File: config.mk
export PLATFORM = sky130hd
export DESIGN_NAME = jt49_env_timer
export DESIGN_NICKNAME = d
export VERILOG_FILES = /design/src/rtl/jt49_env_timer.sv
export SDC_FILE = /design/constraint.sdc
export NUM_CORES = 1
export LEC_CHECK = 0
export BUFFER_PORTS_ARGS = -buffer_cell sky130_fd_sc_hd__buf_2
export CAP_MARGIN = 5
export CORE_MARGIN = 4
export CORE_UTILIZATION = 62
export DETAILED_ROUTE_END_ITERATION = 7
export PLACE_DENSITY = 0.88
export SYNTH_ARGS = -nofsm -noshare
export SYNTH_HDL_FRONTEND = slang
export SYNTH_SLANG_ARGS = --single-unit
export TNS_END_PERCENT = 100
File: constraint.sdc
create_clock -name clk -period 7.4 [get_ports clk]
set_clock_uncertainty 0.15 [all_clocks]
set_input_delay 0 -clock clk [delete_from_list [all_inputs] [get_ports clk]]
set_output_delay 0 -clock clk [all_outputs]
set_load 0.1 [all_outputs]
File: src/rtl/jt49_env_timer.sv
// JT49 envelope period timer: a fixed prescaler feeding a 16-bit period counter
// that toggles step on each period match, plus restart/null_period conditioning.
module jt49_env_timer #(
   parameter int PRE_W = 3
) (
   input  logic        clk,
   input  logic        rst_n,
   input  logic        cen,
   input  logic [15:0] period,
   input  logic        env_wr,
   output logic        step,
   output logic        null_period,
   output logic        restart
);

   localparam logic [PRE_W-1:0] PRE_MAX = '1;

   logic [PRE_W-1:0] pre_cnt;
   logic [15:0]      per_cnt;
   logic             tick;
   logic [16:0]      per_next;
   logic             per_hit;

   // 17-bit compare so per_cnt+1 never wraps back below a large period
   always_comb begin
      tick     = cen && (pre_cnt == PRE_MAX);
      per_next = {1'b0, per_cnt} + 17'd1;
      per_hit  = per_next >= {1'b0, period};
   end

   always_ff @(posedge clk or negedge rst_n) begin
      if (!rst_n) begin
         restart <= 1'b0;
      end else begin
         restart <= env_wr;
      end
   end

   always_ff @(posedge clk or negedge rst_n) begin
      if (!rst_n) begin
         null_period <= 1'b0;
      end else if (cen) begin
         null_period <= (period == 16'h0000);
      end
   end

   // A write to R13 clears the timer regardless of cen and beats a coincident tick
   always_ff @(posedge clk or negedge rst_n) begin
      if (!rst_n) begin
         pre_cnt <= '0;
         per_cnt <= 16'h0000;
         step    <= 1'b0;
      end else if (env_wr) begin
         pre_cnt <= '0;
         per_cnt <= 16'h0000;
         step    <= 1'b0;
      end else if (cen) begin
         pre_cnt <= pre_cnt + 1'b1;
         if (tick) begin
            if (per_hit) begin
               per_cnt <= 16'h0000;
               step    <= ~step;
            end else begin
               per_cnt <= per_next[15:0];
            end
         end
      end
   end

endmodule

Word-level counts from Yosys, hierarchy flattened
Cells that the tools add are included.
Widths: inputs -> output; s select.

storage, ports and cells
  memory bits (read-only) = 0
  memories kept = 0
  bits in registers = 22
  RAM bits = 0
  output and inout bits = 3
  latch bits = 0

operators by class
  equality and inequality tests = 1
  bitwise operators = 1
  div/mod/pow operators = 0
  magnitude comparators = 1
  shift operators = 0
  multiply operators = 0
  add/subtract/negate cells = 2
  mux-type cells = 10
  reduce and logical (&&, ||, !) cells = 7

operators by type and width
  cell                   count
  $mux 16                4
  $add 16x1->17 const B  1
  $ge 17x16->1           1
  $logic_not 16->1       1
  $mux 3                 2
  $reduce_bool 2->1      3
  $mux 1                 4
  $add 3x1->3 const B    1
  $eq 3x3->1 const B     1
  $reduce_and 3->1       1
  $reduce_and 2->1       1
  $logic_and 1x1->1      1
  $not 1->1              1

Depth between registers and ports, before layout
Gate-level depths: netlist (run 1).

  depth in word-level cells = 6
  gate-level depth with buffers = 13
  gate-level depth less buffers = 12

Least setup slack after synthesis (run 1)
OpenSTA, ideal clock, no wires.

  path kind = register to register
  start point = register per_cnt[0]
  end point = register per_cnt[12]
  stages on the path, launching flop included = 13
  period minus slack after synthesis = 3.377 ns
  buffers on the path = 0
  arrival = 3.136 ns
  library setup time = 0.092 ns
  setup slack = 4.023 ns
  cells stage by stage = dfrtp_1 > ha_1 > nand4_1 > or3_1 > nor2_1 > xor2_1 > ha_1 > a211oi_2 > o21ai_2 > a2111oi_4 > nand2_2 > or3_4 > o31ai_2

on the way
  longest elaborated chain between the ends = 6

RTL lines
  element                 RTL line  RTL
  start, declared         19        logic [15:0] per_cnt;
  start signal, assigned  64        per_cnt <= per_next[15:0];
  $add 16x1->17 *         27        per_next = {1'b0, per_cnt} + 17'd1;
  $ge 17x16->1            28        per_hit = per_next >= {1'b0, period};
  $mux 16 *               60        if (per_hit) begin
  $mux 16 *               59        if (tick) begin
  $mux 16 *               57        end else if (cen) begin
  $mux 16 *               53        end else if (env_wr) begin

Every way passes the cells marked *; elsewhere a longest branch is shown, timed or not. The select of a mux whose other input is x is not followed.
A chain may end at the register's enable or synchronous reset.

Worst setup path after layout (run 1)
  start point = register per_cnt[0]
  end point = register per_cnt[13]

Same word-level chain as after synthesis.

==> reports/summary.log, run 1 <==
[clocking] source-to-sink clock delay at the later pin of the worst-skew pair 0.32 ns
[route] routed vias 1485
[yosys] Area contributors post-synth sky130_fd_sc_hd__dfrtp_1 33%, sky130_fd_sc_hd__ha_1 14%, sky130_fd_sc_hd__nand2_1 5.1%
[clocking] sinks on the clock net 22
[die] number of cell rows 18
[clocking] Post-CTS Hold Fix Bufs 4
[worst_setup_path] type of the setup path with the least slack register to register
[yosys] number of synthesized flops with an enable pin 0
[global_routing] overall fraction of global-route tracks in use 23.6%
[route] number of DRC violations after detailed-routing iteration 0 154
[timing] transition at the pin with the smallest max-transition slack 1.05 ns
[global_routing] global-route congestion overflow total 0
[yosys] post-synthesis area per instance 8.85 sq um
[outcome] run status finished, final reports clean
[cells_and_area] final standard cell area without fillers 0.00189 sq mm
[route] DRC violations left 0
[timing] Max-slew headroom 29.8%
[yosys] cell accounting for the most synthesized area sky130_fd_sc_hd__dfrtp_1
[clocking] post-cts sizing count 0
[die] initial cell density of the core 66.4%
[global_routing] largest net degree at the start of global routing 23
[timing] Hold Violations, Final 0
[timing] portion of the clock cycle consumed by the worst path in the final layout 51.5%
[die] y dimension of the die 60.2 um
[die] horizontal extent of the die 60.2 um
[cells_and_area] layout cell share with drive strength beyond 1 18.1%
[cells_and_area] Area Overhead vs Synth 12.1%
[global_routing] initial antenna violation count 0
[clocking] worst-case clock buffer depth 2
[route] Avg WL per Cell 15.0 um
[timing] setup repair after global routing missed its margin no
[yosys] Synth cell types 39
[timing] highest achievable clock rate 262 MHz
[min_path] path class of the lowest-slack min-delay path input pin to async pin
[clocking] clock tree from TritonCTS built
[clocking] number of clock buffers inserted by TritonCTS 3
[yosys] dominant register cell in the synthesized netlist sky130_fd_sc_hd__dfrtp_1
[route] final wirelength 3690 um
[global_routing] via count of the first global-routing pass 1470
[worst_setup_path] endpoint class of the critical path register
[clocking] Post-CTS Setup Bufs 0
[cells_and_area] Final #Nets 256
[yosys] Post-Syn Instances 191
[yosys] share of Yosys cell area claimed by the top area cell type 32.6%
[die] placeable core area 0.00254 sq mm
[yosys] synthesis warning total 0
[route] DRT antenna net count 0
[cells_and_area] number of antenna cells inserted 0
[die] I/O pins 23
[timing] final-report max-slew violation count 0
[clocking] count of H-tree levels built during CTS 1
[pwr] areal power density over the cells 132 mW/mm^2
[yosys] number of synthesized register bits 22
[route] detailed-routing iteration count for the pre-antenna-repair pass 4
[timing] setup TNS 0 ns
[worst_setup_path] r2r setup slk 3.59 ns
[worst_setup_path] number of cells on the worst reg-to-reg path 12
[yosys] cell with the most instances after synthesis sky130_fd_sc_hd__nand2_1
[timing] number of endpoints failing setup at the final stage 0
[worst_setup_path] worst r2r dst per_cnt[13]
[route] post-detailed-route via-to-cell ratio 6.04
[placed_design] final estimated routing congestion in global placement 0.921
[worst_setup_path] beginning of the worst register-to-register path per_cnt[0]
[yosys] fraction of the yosys area taken by sequential cells 32.6%
[yosys] async set or reset register ratio after synthesis 100%
[yosys] number of nets produced by synthesis 230
[worst_setup_path] highest fanout seen on the critical path 8
[worst_setup_path] critical path data required time 7.49 ns
[die] Die ar. 0.00363 sq mm
[worst_setup_path] type of element launching the critical path register
[placed_design] cell area after placement 0.00182 sq mm
[clocking] CTS clock-pin slew for the worst setup and hold paths 0.12 ns
[placed_design] count of port buffers added during placement 22
[placed_design] detailed-placement wirelength estimate 2850 um
[yosys] Mapped Area 0.00169 sq mm
[run] number of max-capacitance violations reported 0
[global_routing] first-pass GRT wire length 6330 um
[pwr] Max VDD drop 0.000134 V
[yosys] cell types with the highest counts after synthesis 23 x sky130_fd_sc_hd__nand2_1, 22 x sky130_fd_sc_hd__dfrtp_1, 19 x sky130_fd_sc_hd__ha_1, 19 x sky130_fd_sc_hd__inv_1, 12 x sky130_fd_sc_hd__nor2_1
[clocking] clock tree root driver cell sky130_fd_sc_hd__clkbuf_4
[timing] crit path time final 3.81 ns
[pwr] leakage power 0.000941 uW
[worst_setup_path] signal arrival time at the worst endpoint 3.91 ns
==> layout by cell type, fill, tap and decap left out, types with 2 or more instances in the layout <==
cell                            netlist  final
sky130_fd_sc_hd__nand2_1             23     23
sky130_fd_sc_hd__buf_2                1     22
sky130_fd_sc_hd__dfrtp_1             22     22
sky130_fd_sc_hd__inv_1               19     19
sky130_fd_sc_hd__ha_1                19     19
sky130_fd_sc_hd__nor2_1              12     12
sky130_fd_sc_hd__o21ai_1             10     10
sky130_fd_sc_hd__nand4_1              9      9
sky130_fd_sc_hd__xnor2_1              9      9
sky130_fd_sc_hd__nand3_1              8      8
sky130_fd_sc_hd__nor4_1               6      6
sky130_fd_sc_hd__xor2_1               5      5
sky130_fd_sc_hd__and2_1               4      4
sky130_fd_sc_hd__mux2i_1              4      4
sky130_fd_sc_hd__dlygate4sd3_1        0      4
sky130_fd_sc_hd__a21oi_1              3      3
sky130_fd_sc_hd__o21a_1               3      3
sky130_fd_sc_hd__a31o_2               3      3
sky130_fd_sc_hd__o31ai_1              3      3
sky130_fd_sc_hd__clkbuf_4             0      3
sky130_fd_sc_hd__nor3_1               2      2
sky130_fd_sc_hd__o21ai_0              2      2
sky130_fd_sc_hd__a211oi_2             2      2
sky130_fd_sc_hd__o2bb2ai_1            2      2
==> kinds of logic (layout without fill, tap and decap cells) <==
| family | count (synthesis) | in the layout | share of synthesized area, % |
|---|---|---|---|
| DFF | 22 | 22 | 32.6 |
| AOI/OAI and AO/OA | 36 | 36 | 16.7 |
| buffers and inverters | 24 | 49 | 5.40 |
| muxes | 5 | 5 | 3.03 |
| adders and majority gates | 19 | 19 | 14.1 |
| xor gates and xnor gates | 14 | 14 | 7.25 |
| and+or+nand+nor | 71 | 71 | 21.0 |
==> routing by layer <==
metal,vias to the layer above,global-route usage (%),share of wire (%)
met4,0,10.4,2.0
li1,729,-,-
met2,55,40.1,47
met1,694,29.7,44
met5,-,0,0
met3,7,2.81,6.9
==> stage by stage <==
step | hold WS [ns] | total power (uW) | instances | setup slack, ns | util (%)
4_1_cts | 0.0227 | 252 | 246 | 3.60 | 74.4
6_report | 0.00916 | 250 | 246 | 3.59 | 74.4
3_5_place_dp | -0.160 | 183 | 238 | 3.63 | 71.4
5_1_grt | 0.0360 | 264 | 246 | 3.29 | 74.4
3_3_place_gp | -0.175 | 181 | 238 | 3.84 | 71.4
2_1_floorplan | -0.446 | 166 | 191 | 4.02 | -
==> worst max-delay path by stage <==
stage | startpoint | to | slack [ns]
after CTS | per_cnt[0] | per_cnt[13] | 3.60
after global placement | per_cnt[0] | per_cnt[14] | 3.84
after detailed placement | per_cnt[0] | per_cnt[13] | 3.63
final | per_cnt[0] | per_cnt[13] | 3.59
after floorplan | per_cnt[0] | per_cnt[12] | 4.02
after global routing | per_cnt[0] | per_cnt[13] | 3.29
==> cell type report <==
type | count | area (sq um)
well taps | 30 | 37.5
repair buffers | 26 | 150
fillers | 190 | 651
flip-flops and latches | 22 | 551
multi-input cells | 145 | 1050
inverters | 19 | 71.3
clock buffers | 4 | 36.3
==> state kept, by name (all words and copies together) (netlist names) <==
register / cells
per_cnt: 16
pre_cnt: 3
null_period: 1
restart: 1
step: 1
==> worst max-delay path, cell delays in order (launching register included) <==
cell and delay (ns):
sky130_fd_sc_hd__dfrtp_1 0.45, sky130_fd_sc_hd__ha_1 0.31, sky130_fd_sc_hd__nand4_1 0.18, sky130_fd_sc_hd__or3_1 0.43, sky130_fd_sc_hd__nor2_1 0.21, sky130_fd_sc_hd__xor2_1 0.17, sky130_fd_sc_hd__ha_1 0.29, sky130_fd_sc_hd__a211oi_2 0.29
sky130_fd_sc_hd__o21ai_2 0.11, sky130_fd_sc_hd__a2111oi_4 0.39, sky130_fd_sc_hd__nand2_2 0.16, sky130_fd_sc_hd__or2_0 0.39, sky130_fd_sc_hd__o21ai_1 0.22
==> power breakdown <==
| group | leakage [uW] | internal (uW) | switching [uW] |
|---|---|---|---|
| registers | 0.000300 | 125 | 4.35 |
| clock network | 0.0000210 | 30.1 | 37.5 |
| logic | 0.000620 | 18.2 | 34.7 |
Power figures use the tool's default switching activity.
==> run 2: changes to the inputs <==
--- a/config.mk
+++ b/config.mk
@@ -5,12 +5,13 @@
 export SDC_FILE = /design/constraint.sdc
 export NUM_CORES = 1
 export LEC_CHECK = 0
+export ABC_AREA = 1
 export BUFFER_PORTS_ARGS = -buffer_cell sky130_fd_sc_hd__buf_2
 export CAP_MARGIN = 5
 export CORE_MARGIN = 4
-export CORE_UTILIZATION = 62
+export CORE_UTILIZATION = 52
 export DETAILED_ROUTE_END_ITERATION = 7
-export PLACE_DENSITY = 0.88
+export PLACE_DENSITY = 0.79
 export SYNTH_ARGS = -nofsm -noshare
 export SYNTH_HDL_FRONTEND = slang
 export SYNTH_SLANG_ARGS = --single-unit
==> constraint.sdc (replaced) <==
create_clock -name clk -period 3.1 [get_ports clk]
set_clock_uncertainty 0.15 [all_clocks]
set_input_delay 0 -clock clk [delete_from_list [all_inputs] [get_ports clk]]
set_output_delay 0 -clock clk [all_outputs]
set_load 0.1 [all_outputs]
==> run 2 against run 1 <==
  * The flow now finishes with violations (negative hold slack)
  * Cell area grew 11%
  * Area after synthesis rose by 6.1%
  * Largest cell class unchanged
  * Via count rose by 13%
  * Global-route usage shrank 3.4 points
  * Power up 150%
  * Non-clock buffer count up 7
  * Worst setup slack got worse by 3.4 ns
  * Critical path depth increased by 5
  * Sequential power is 140% higher
  * Flip-flop and latch count is the same
  * Register-to-register slack got worse by 3.4 ns
  * Wire length is 13% higher
  * Highest routed layer unchanged
==> reports/summary.log, run 2 <==
[outcome] run status complete, but fails checks
[outcome] violations in the final reports negative hold slack
[timing] setup TNS 0 ns [unchanged]
[yosys] Synth cell types 29 [-26%]
[cells_and_area] area of the multi-input gates 0.00106 sq mm [+1.2%]
[yosys] Mapped Area 0.00179 sq mm [+6.1%]
[yosys] cell accounting for the most synthesized area sky130_fd_sc_hd__dfrtp_1
[yosys] number of synthesized register bits 22 [unchanged]
[placed_design] detailed-placement wirelength estimate 3120 um [+9.6%]
[cells_and_area] most frequent standard cell in the layout excluding fill and tap cells sky130_fd_sc_hd__nand2_1
[timing] highest achievable clock rate 348 MHz [+33%]
[timing] Min Hold Slack -0.00440 ns [-0.0136 ns]
[clocking] number of clock buffers inserted by TritonCTS 3 [unchanged]
[worst_setup_path] critical path data required time 3.20 ns [-4.29 ns]
[global_routing] via count of the first global-routing pass 1483 [+0.88%]
[timing] portion of the clock cycle consumed by the worst path in the final layout 92.8% [+41 points]
[die] y dimension of the die 66.7 um [+11%]
[worst_setup_path] highest fanout seen on the critical path 9 [+1]
[cells_and_area] Finished Core Util 63.3% [-11 points]
[route] Avg WL per Cell 12.7 um [-15%]
[timing] final setup slack of the worst path 0.223 ns [-3.36 ns]
[clocking] worst-case clock buffer depth 2 [unchanged]
[timing] number of endpoints failing setup at the final stage 0 [unchanged]
[worst_setup_path] beginning of the worst register-to-register path per_cnt[0]
[yosys] share of Yosys cell area claimed by the top area cell type 30.7% [-1.9 points]
[worst_setup_path] r2r setup slk 0.22 ns [-3.36 ns]
[die] Die ar. 0.00445 sq mm [+23%]
[yosys] cell with the most instances after synthesis sky130_fd_sc_hd__nand2_1
[route] DRT antenna net count 0 [unchanged]
[worst_setup_path] worst r2r dst per_cnt[3]
[global_routing] first-pass GRT wire length 6700 um [+5.9%]
[timing] Hold Violations, Final 5 [+5]
[pwr] Max VDD drop 0.000268 V [+100%]
[placed_design] worst slack at placement 0.0455 ns [-3.59 ns]
[timing] transition at the pin with the smallest max-transition slack 0.507 ns [-0.547 ns]
[yosys] fraction of the yosys area taken by sequential cells 30.7% [-1.9 points]
[placed_design] count of port buffers added during placement 22 [unchanged]
[yosys] number of synthesized flops with an enable pin 0 [unchanged]
[clocking] clock tree from TritonCTS built
[die] number of cell rows 21 [+3]
[worst_setup_path] slowest cell on the critical path sky130_fd_sc_hd__dfrtp_1
[yosys] synthesis warning total 0 [unchanged]
[die] I/O pins 23 [unchanged]
[cells_and_area] largest registers in the final layout per_cnt x16, pre_cnt x3
[cells_and_area] Filler Cell Count 305 [+61%]
[yosys] Post-Syn Instances 248 [+30%]
[clocking] sinks on the clock net 22 [unchanged]
[die] horizontal extent of the die 66.7 um [+11%]
[global_routing] initial antenna violation count 0 [unchanged]
[yosys] Area contributors post-synth sky130_fd_sc_hd__dfrtp_1 31%, sky130_fd_sc_hd__nand2_1 13%, sky130_fd_sc_hd__ha_1 13%
[worst_setup_path] stage delay of the slowest cell on the critical path 0.40 ns [-0.05 ns]
[global_routing] largest net degree at the start of global routing 23 [unchanged]
[worst_setup_path] endpoint class of the critical path register
[route] detailed-routing iteration count for the pre-antenna-repair pass 4 [unchanged]
[cells_and_area] max reg flops 16 [unchanged]
[worst_setup_path] Crit. path cell count 17 [+5]
[clocking] CTS clock-pin slew for the worst setup and hold paths 0.14 ns [+0.02 ns]
[yosys] cell types with the highest counts after synthesis 64 x sky130_fd_sc_hd__nand2_1, 48 x sky130_fd_sc_hd__inv_1, 22 x sky130_fd_sc_hd__dfrtp_1
[timing] crit path time final 2.88 ns [-0.937 ns]
[yosys] async set or reset register ratio after synthesis 100% [unchanged]
[worst_setup_path] cell-by-cell listing of the critical path ha_1 -> nand3_2 -> nor2_2 -> nand2_1 -> nor2_1 -> nand3b_1 -> xor2_1 -> inv_2 -> ha_1 -> nand2_1 -> inv_1 -> nand4_1 -> o21ai_1 -> a31oi_2 -> buf_4 -> nand2_4 -> o22ai_1
[cells_and_area] Area Overhead vs Synth 17.8%
[worst_setup_path] type of element launching the critical path register
[yosys] post-synthesis area per instance 7.23 sq um [-18%]
[worst_setup_path] signal arrival time at the worst endpoint 2.98 ns [-0.93 ns]
[min_path] path class of the lowest-slack min-delay path input pin to async pin
[route] final wirelength 4180 um [+13%]
[route] post-detailed-route via-to-cell ratio 5.12 [-15%]
[worst_setup_path] number of cells on the worst reg-to-reg path 17 [+5]
[clocking] count of H-tree levels built during CTS 1 [unchanged]
[clocking] source-to-sink clock delay at the later pin of the worst-skew pair 0.34 ns [+0.02 ns]
[global_routing] global-route congestion overflow total 0 [unchanged]
[die] placeable core area 0.00334 sq mm [+31%]
[clocking] clock tree root driver cell sky130_fd_sc_hd__clkbuf_4
[worst_setup_path] launching element of the worst setup path per_cnt[0]
[cells_and_area] layout cell share with drive strength beyond 1 19.4% [+1.4 points]
[cells_and_area] number of antenna cells inserted 0 [unchanged]
[pwr] areal power density over the cells 295 mW/mm^2 [+120%]
[die] initial cell density of the core 53.7% [-13 points]
[yosys] dominant register cell in the synthesized netlist sky130_fd_sc_hd__dfrtp_1
[run] number of max-capacitance violations reported 0 [unchanged]
[worst_setup_path] type of the setup path with the least slack register to register
[cells_and_area] Most flops, register per_cnt
[timing] final-report max-slew violation count 0 [unchanged]
[worst_setup_path] Buf/Inv on CP 3 [+3]
[cells_and_area] Final #Nets 323 [+26%]
[global_routing] overall fraction of global-route tracks in use 20.2% [-3.4 points]
[worst_setup_path] capture point of the critical path per_cnt[3]
[timing] Max-slew headroom 66.2% [+36 points]
[worst_setup_path] Crit path max-delay family simple AND/OR/NAND/NOR gates
[route] DRC violations left 0 [unchanged]
[cells_and_area] commonest cells after routing, fill and taps aside 63 x sky130_fd_sc_hd__nand2_1, 48 x sky130_fd_sc_hd__inv_1, 22 x sky130_fd_sc_hd__buf_2, 22 x sky130_fd_sc_hd__dfrtp_1, 19 x sky130_fd_sc_hd__ha_1
[route] routed vias 1685 [+13%]
[pwr] leakage power 0.00118 uW [+26%]
[placed_design] final estimated routing congestion in global placement 0.974 [+5.8%]
[cells_and_area] total area of sequential cells 551 sq um [unchanged]
[route] number of DRC violations after detailed-routing iteration 0 78 [-49%]
[yosys] number of nets produced by synthesis 287 [+25%]
[run 2: changes by cell type after synthesis, sizes merged, moves of 4 or more]
cell and change:
and2 -4, inv +34, mux2i -4, nand2 +44, nand4 -5, nor2 +8
nor3 +5, o22ai +12, o31ai -4, xnor2 -8, xor2 +6
[run 2: power by group]
group          switching, uW  leakage, uW  internal [uW]
Clock                    101    0.0000210           72.1
Combinational           92.7     0.000862           50.2
Sequential              8.14     0.000299            298
Total                    202      0.00118            421
[run 2: cell families (layout without fill, tap and decap cells)]
family                   count (synthesis)  after routing  share of synthesized area, %
buffers and inverters                   57             90                          12.5
flip-flops                              22             22                          30.7
XOR/XNOR                                12             12                          6.70
AND/OR/NAND/NOR                        110            112                          27.6
adder cells (fa/ha/maj)                 19             19                          13.3
AO/OA/AOI/OAI                           28             28                          9.28
[run 2: timing repair]
action	CTS	global route
hold buffers	6	0
resized for setup	0	7
hold endpoints to repair	28	0
setup buffers	0	3
endpoints found under the setup margin	0	17
[run 2: how the worst min path moves through the flow]
stage | from | depth (start not counted) | endpoint | slack, ns
after floorplan | rst_n | 0 | null_period | -0.45
after global placement | rst_n | 1 | per_cnt[11] | -0.15
after detailed placement | rst_n | 1 | per_cnt[11] | -0.15
after CTS | rst_n | 2 | per_cnt[11] | 0.01
after global routing | rst_n | 2 | per_cnt[9] | 0.06
final | rst_n | 2 | per_cnt[11] | -0.004
[run 2: final cells by class]
| type | instances | area share (%) |
|---|---|---|
| well taps | 46 | 2.73 |
| clock buffers | 4 | 1.72 |
| repair buffers | 33 | 9.83 |
| inverters | 53 | 9.42 |
| flip-flops and latches | 22 | 26.1 |
| multi-input cells | 171 | 50.2 |
[run 2: per-layer routing]
metal	GRT usage [%]	part of all wire (%)	wire length [um]
met2	32.5	47	1960
met3	3.71	6.5	272
met5	0	0	0
met4	7.11	1.8	74
met1	26.9	45	1870
[run 2: per-stage QoR]
step | cell area (sq um) | total power (uW) | instances
2_1_floorplan | 1790 | 402 | 248
3_3_place_gp | 1950 | 440 | 314
3_5_place_dp | 1950 | 441 | 314
4_1_cts | 2050 | 613 | 324
5_1_grt | 2110 | 657 | 329
6_report | 2110 | 623 | 329
==> run 3: changes to the inputs <==
--- a/config.mk
+++ b/config.mk
@@ -10,7 +10,9 @@
 export CAP_MARGIN = 5
 export CORE_MARGIN = 4
 export CORE_UTILIZATION = 52
+export CTS_BUF_LIST = sky130_fd_sc_hd__clkbuf_8 sky130_fd_sc_hd__clkbuf_16
 export DETAILED_ROUTE_END_ITERATION = 7
+export MAX_ROUTING_LAYER = met4
 export PLACE_DENSITY = 0.79
 export SYNTH_ARGS = -nofsm -noshare
 export SYNTH_HDL_FRONTEND = slang
==> run 3 against run 2 <==
  * The flow now finishes without violations
  * Count of clock-buffer cells in the layout stayed put
  * Global-route usage increased by 0.68 points
  * Worst setup slack better by 0.033 ns
  * Cell count stayed put
  * Core utilization up 0.86 points
  * Via count fell by 1.2%
  * Combinational power about the same
  * Register-to-register slack improved by 0.03 ns
  * Fmax rose by 1.1%
  * Wire length up 1.0%
  * Largest power group unchanged
==> reports/summary.log, run 3 (synthesized netlist as in run 2, its figures left out) <==
[outcome] run status finished, final reports clean
[route] post-detailed-route via-to-cell ratio 5.06 [-1.2%]
[die] initial cell density of the core 53.7% [unchanged]
[clocking] source-to-sink clock delay at the later pin of the worst-skew pair 0.27 ns [-0.07 ns]
[cells_and_area] largest registers in the final layout per_cnt x16, pre_cnt x3
[worst_setup_path] beginning of the worst register-to-register path per_cnt[9]
[run] number of max-capacitance violations reported 0 [unchanged]
[route] Avg WL per Cell 12.8 um [+1.0%]
[cells_and_area] layout cell share with drive strength beyond 1 19.8% [+0.35 points]
[worst_setup_path] critical path data required time 3.14 ns [-0.06 ns]
[die] Die ar. 0.00445 sq mm [unchanged]
[pwr] Max VDD drop 0.000303 V [+13%]
[timing] number of endpoints failing setup at the final stage 0 [unchanged]
[worst_setup_path] r2r setup slk 0.26 ns [+0.03 ns]
[global_routing] global-route congestion overflow total 0 [unchanged]
[die] horizontal extent of the die 66.7 um [unchanged]
[die] number of cell rows 21 [unchanged]
[placed_design] count of port buffers added during placement 22 [unchanged]
[cells_and_area] Area Overhead vs Synth 19.4%
[cells_and_area] most frequent standard cell in the layout excluding fill and tap cells sky130_fd_sc_hd__nand2_1
[timing] final-report max-slew violation count 0 [unchanged]
[min_path] path class of the lowest-slack min-delay path input pin to async pin
[placed_design] final estimated routing congestion in global placement 0.992 [+1.9%]
[pwr] areal power density over the cells 311 mW/mm^2 [+5.5%]
[route] detailed-routing iteration count for the pre-antenna-repair pass 4 [unchanged]
[worst_setup_path] type of the setup path with the least slack register to register
[route] routed vias 1665 [-1.2%]
[placed_design] Inst Count DP 314 [unchanged]
[global_routing] largest net degree at the start of global routing 23 [unchanged]
[die] I/O pins 23 [unchanged]
[timing] Max-slew headroom 65.0% [-1.2 points]
[cells_and_area] Most flops, register per_cnt
[cells_and_area] Final #Nets 323 [unchanged]
[global_routing] initial antenna violation count 0 [unchanged]
[cells_and_area] area of the multi-input gates 0.00107 sq mm [+0.94%]
[cells_and_area] Filler Cell Count 301 [-1.3%]
[clocking] worst-case clock buffer depth 2 [unchanged]
[clocking] count of H-tree levels built during CTS 1 [unchanged]
[worst_setup_path] highest fanout seen on the critical path 9 [unchanged]
[pwr] leakage power 0.00119 uW [+0.47%]
[timing] transition at the pin with the smallest max-transition slack 0.520 ns [+0.0126 ns]
[cells_and_area] max reg flops 16 [unchanged]
[clocking] clock tree from TritonCTS built
[cells_and_area] post-route non-filler standard cell count 329 [unchanged]
[timing] portion of the clock cycle consumed by the worst path in the final layout 91.8% [-1.1 points]
[worst_setup_path] type of element launching the critical path register
[timing] highest achievable clock rate 352 MHz [+1.1%]
[global_routing] via count of the first global-routing pass 1497 [+0.94%]
[pwr] total power 666 uW [+6.9%]
[worst_setup_path] signal arrival time at the worst endpoint 2.88 ns [-0.10 ns]
[timing] crit path time final 2.84 ns [-0.0326 ns]
[global_routing] overall fraction of global-route tracks in use 20.9% [+0.68 points]
[cells_and_area] total area of sequential cells 551 sq um [unchanged]
[global_routing] first-pass GRT wire length 6770 um [+1.0%]
[worst_setup_path] worst r2r dst per_cnt[6]
[timing] Min Hold Slack 0.0771 ns [+0.0815 ns]
[cells_and_area] number of antenna cells inserted 0 [unchanged]
[worst_setup_path] endpoint class of the critical path register
[worst_setup_path] number of cells on the worst reg-to-reg path 17 [unchanged]
[route] DRC violations left 0 [unchanged]
[route] number of DRC violations after detailed-routing iteration 0 116 [+49%]
[route] final wirelength 4220 um [+1.0%]
[route] DRT antenna net count 0 [unchanged]
[clocking] clock tree root driver cell sky130_fd_sc_hd__clkbuf_8
[die] placeable core area 0.00334 sq mm [unchanged]
[clocking] number of clock buffers inserted by TritonCTS 3 [unchanged]
[clocking] CTS clock-pin slew for the worst setup and hold paths 0.08 ns [-0.06 ns]
[clocking] sinks on the clock net 22 [unchanged]
[placed_design] detailed-placement wirelength estimate 3120 um [unchanged]
[die] y dimension of the die 66.7 um [unchanged]
[cells_and_area] commonest cells after routing, fill and taps aside 63 x sky130_fd_sc_hd__nand2_1, 48 x sky130_fd_sc_hd__inv_1, 22 x sky130_fd_sc_hd__buf_2, 22 x sky130_fd_sc_hd__dfrtp_1, 18 x sky130_fd_sc_hd__ha_1
[timing] Hold Violations, Final 0 [-5]
## run 3: metal layers
metal	global-route usage [%]	vias up	part of all wire (%)	wire (um)
met3	3.20	10	5.1	214
met1	26.9	757	46	1960
met2	33.3	42	47	1960
met4	7.36	0	1.9	82
met5	-	-	0	0
li1	-	856	-	-
## run 3: per-stage QoR
step / setup slack [ns] / instance area, sq um / setup TNS [ns] / util [%]
floorplan: 0.538 / 1790 / 0 / -
global placement: 0.142 / 1950 / 0 / 58.5
detailed placement: 0.0455 / 1950 / 0 / 58.5
CTS: 0.0257 / 2070 / 0 / 61.9
global route: -0.0108 / 2140 / -0.0108 / 64.2
finish: 0.255 / 2140 / 0 / 64.2
## run 3: layout make-up
| cell class | count | share of cell area, % |
|---|---|---|
| clock buffers | 4 | 2.57 |
| well taps | 46 | 2.69 |
| multi-input cells | 171 | 50.0 |
| flip-flops and latches | 22 | 25.7 |
| repair buffers | 33 | 9.70 |
| inverters | 53 | 9.29 |
## run 3: repair_timing
item | in CTS | in global routing
buffers inserted | 0 | 3
hold buffers | 6 | 0
hold endpoints to repair | 28 | 0
setup endpoints to repair | 0 | 17
resized for setup | 0 | 9
## run 3: power breakdown
group	switching [uW]	leakage, uW	internal (uW)
logic	94.0	0.000860	51.1
clock network	99.8	0.0000288	114
registers	8.97	0.000299	298
total	203	0.00119	463
## run 3: worst max path at each step
stage                     from     endpoint  slack [ns]  cells after the start
floorplan           per_cnt[0]  per_cnt[10]        0.54                     19
global placement    per_cnt[0]         step        0.14                     20
detailed placement  per_cnt[0]         step        0.05                     20
CTS                 per_cnt[0]         step        0.03                     20
global route        per_cnt[0]         step       -0.01                     19
finish              per_cnt[9]   per_cnt[6]        0.26                     17
## run 3: critical path, cell delays in order, from the launching register on
cell,delay (ns)
sky130_fd_sc_hd__dfrtp_1,0.47
sky130_fd_sc_hd__nand2_1,0.08
sky130_fd_sc_hd__nor3_1,0.27
sky130_fd_sc_hd__nand2_1,0.09
sky130_fd_sc_hd__nor2_1,0.13
sky130_fd_sc_hd__xor2_1,0.16
sky130_fd_sc_hd__inv_1,0.09
sky130_fd_sc_hd__ha_1,0.29
sky130_fd_sc_hd__nand2_1,0.07
sky130_fd_sc_hd__inv_1,0.04
sky130_fd_sc_hd__nand2_1,0.09
sky130_fd_sc_hd__inv_1,0.06
sky130_fd_sc_hd__nand2_1,0.07
sky130_fd_sc_hd__o21ai_1,0.08
sky130_fd_sc_hd__a31oi_2,0.20
sky130_fd_sc_hd__buf_4,0.18
sky130_fd_sc_hd__nand2_4,0.10
sky130_fd_sc_hd__o22ai_1,0.13
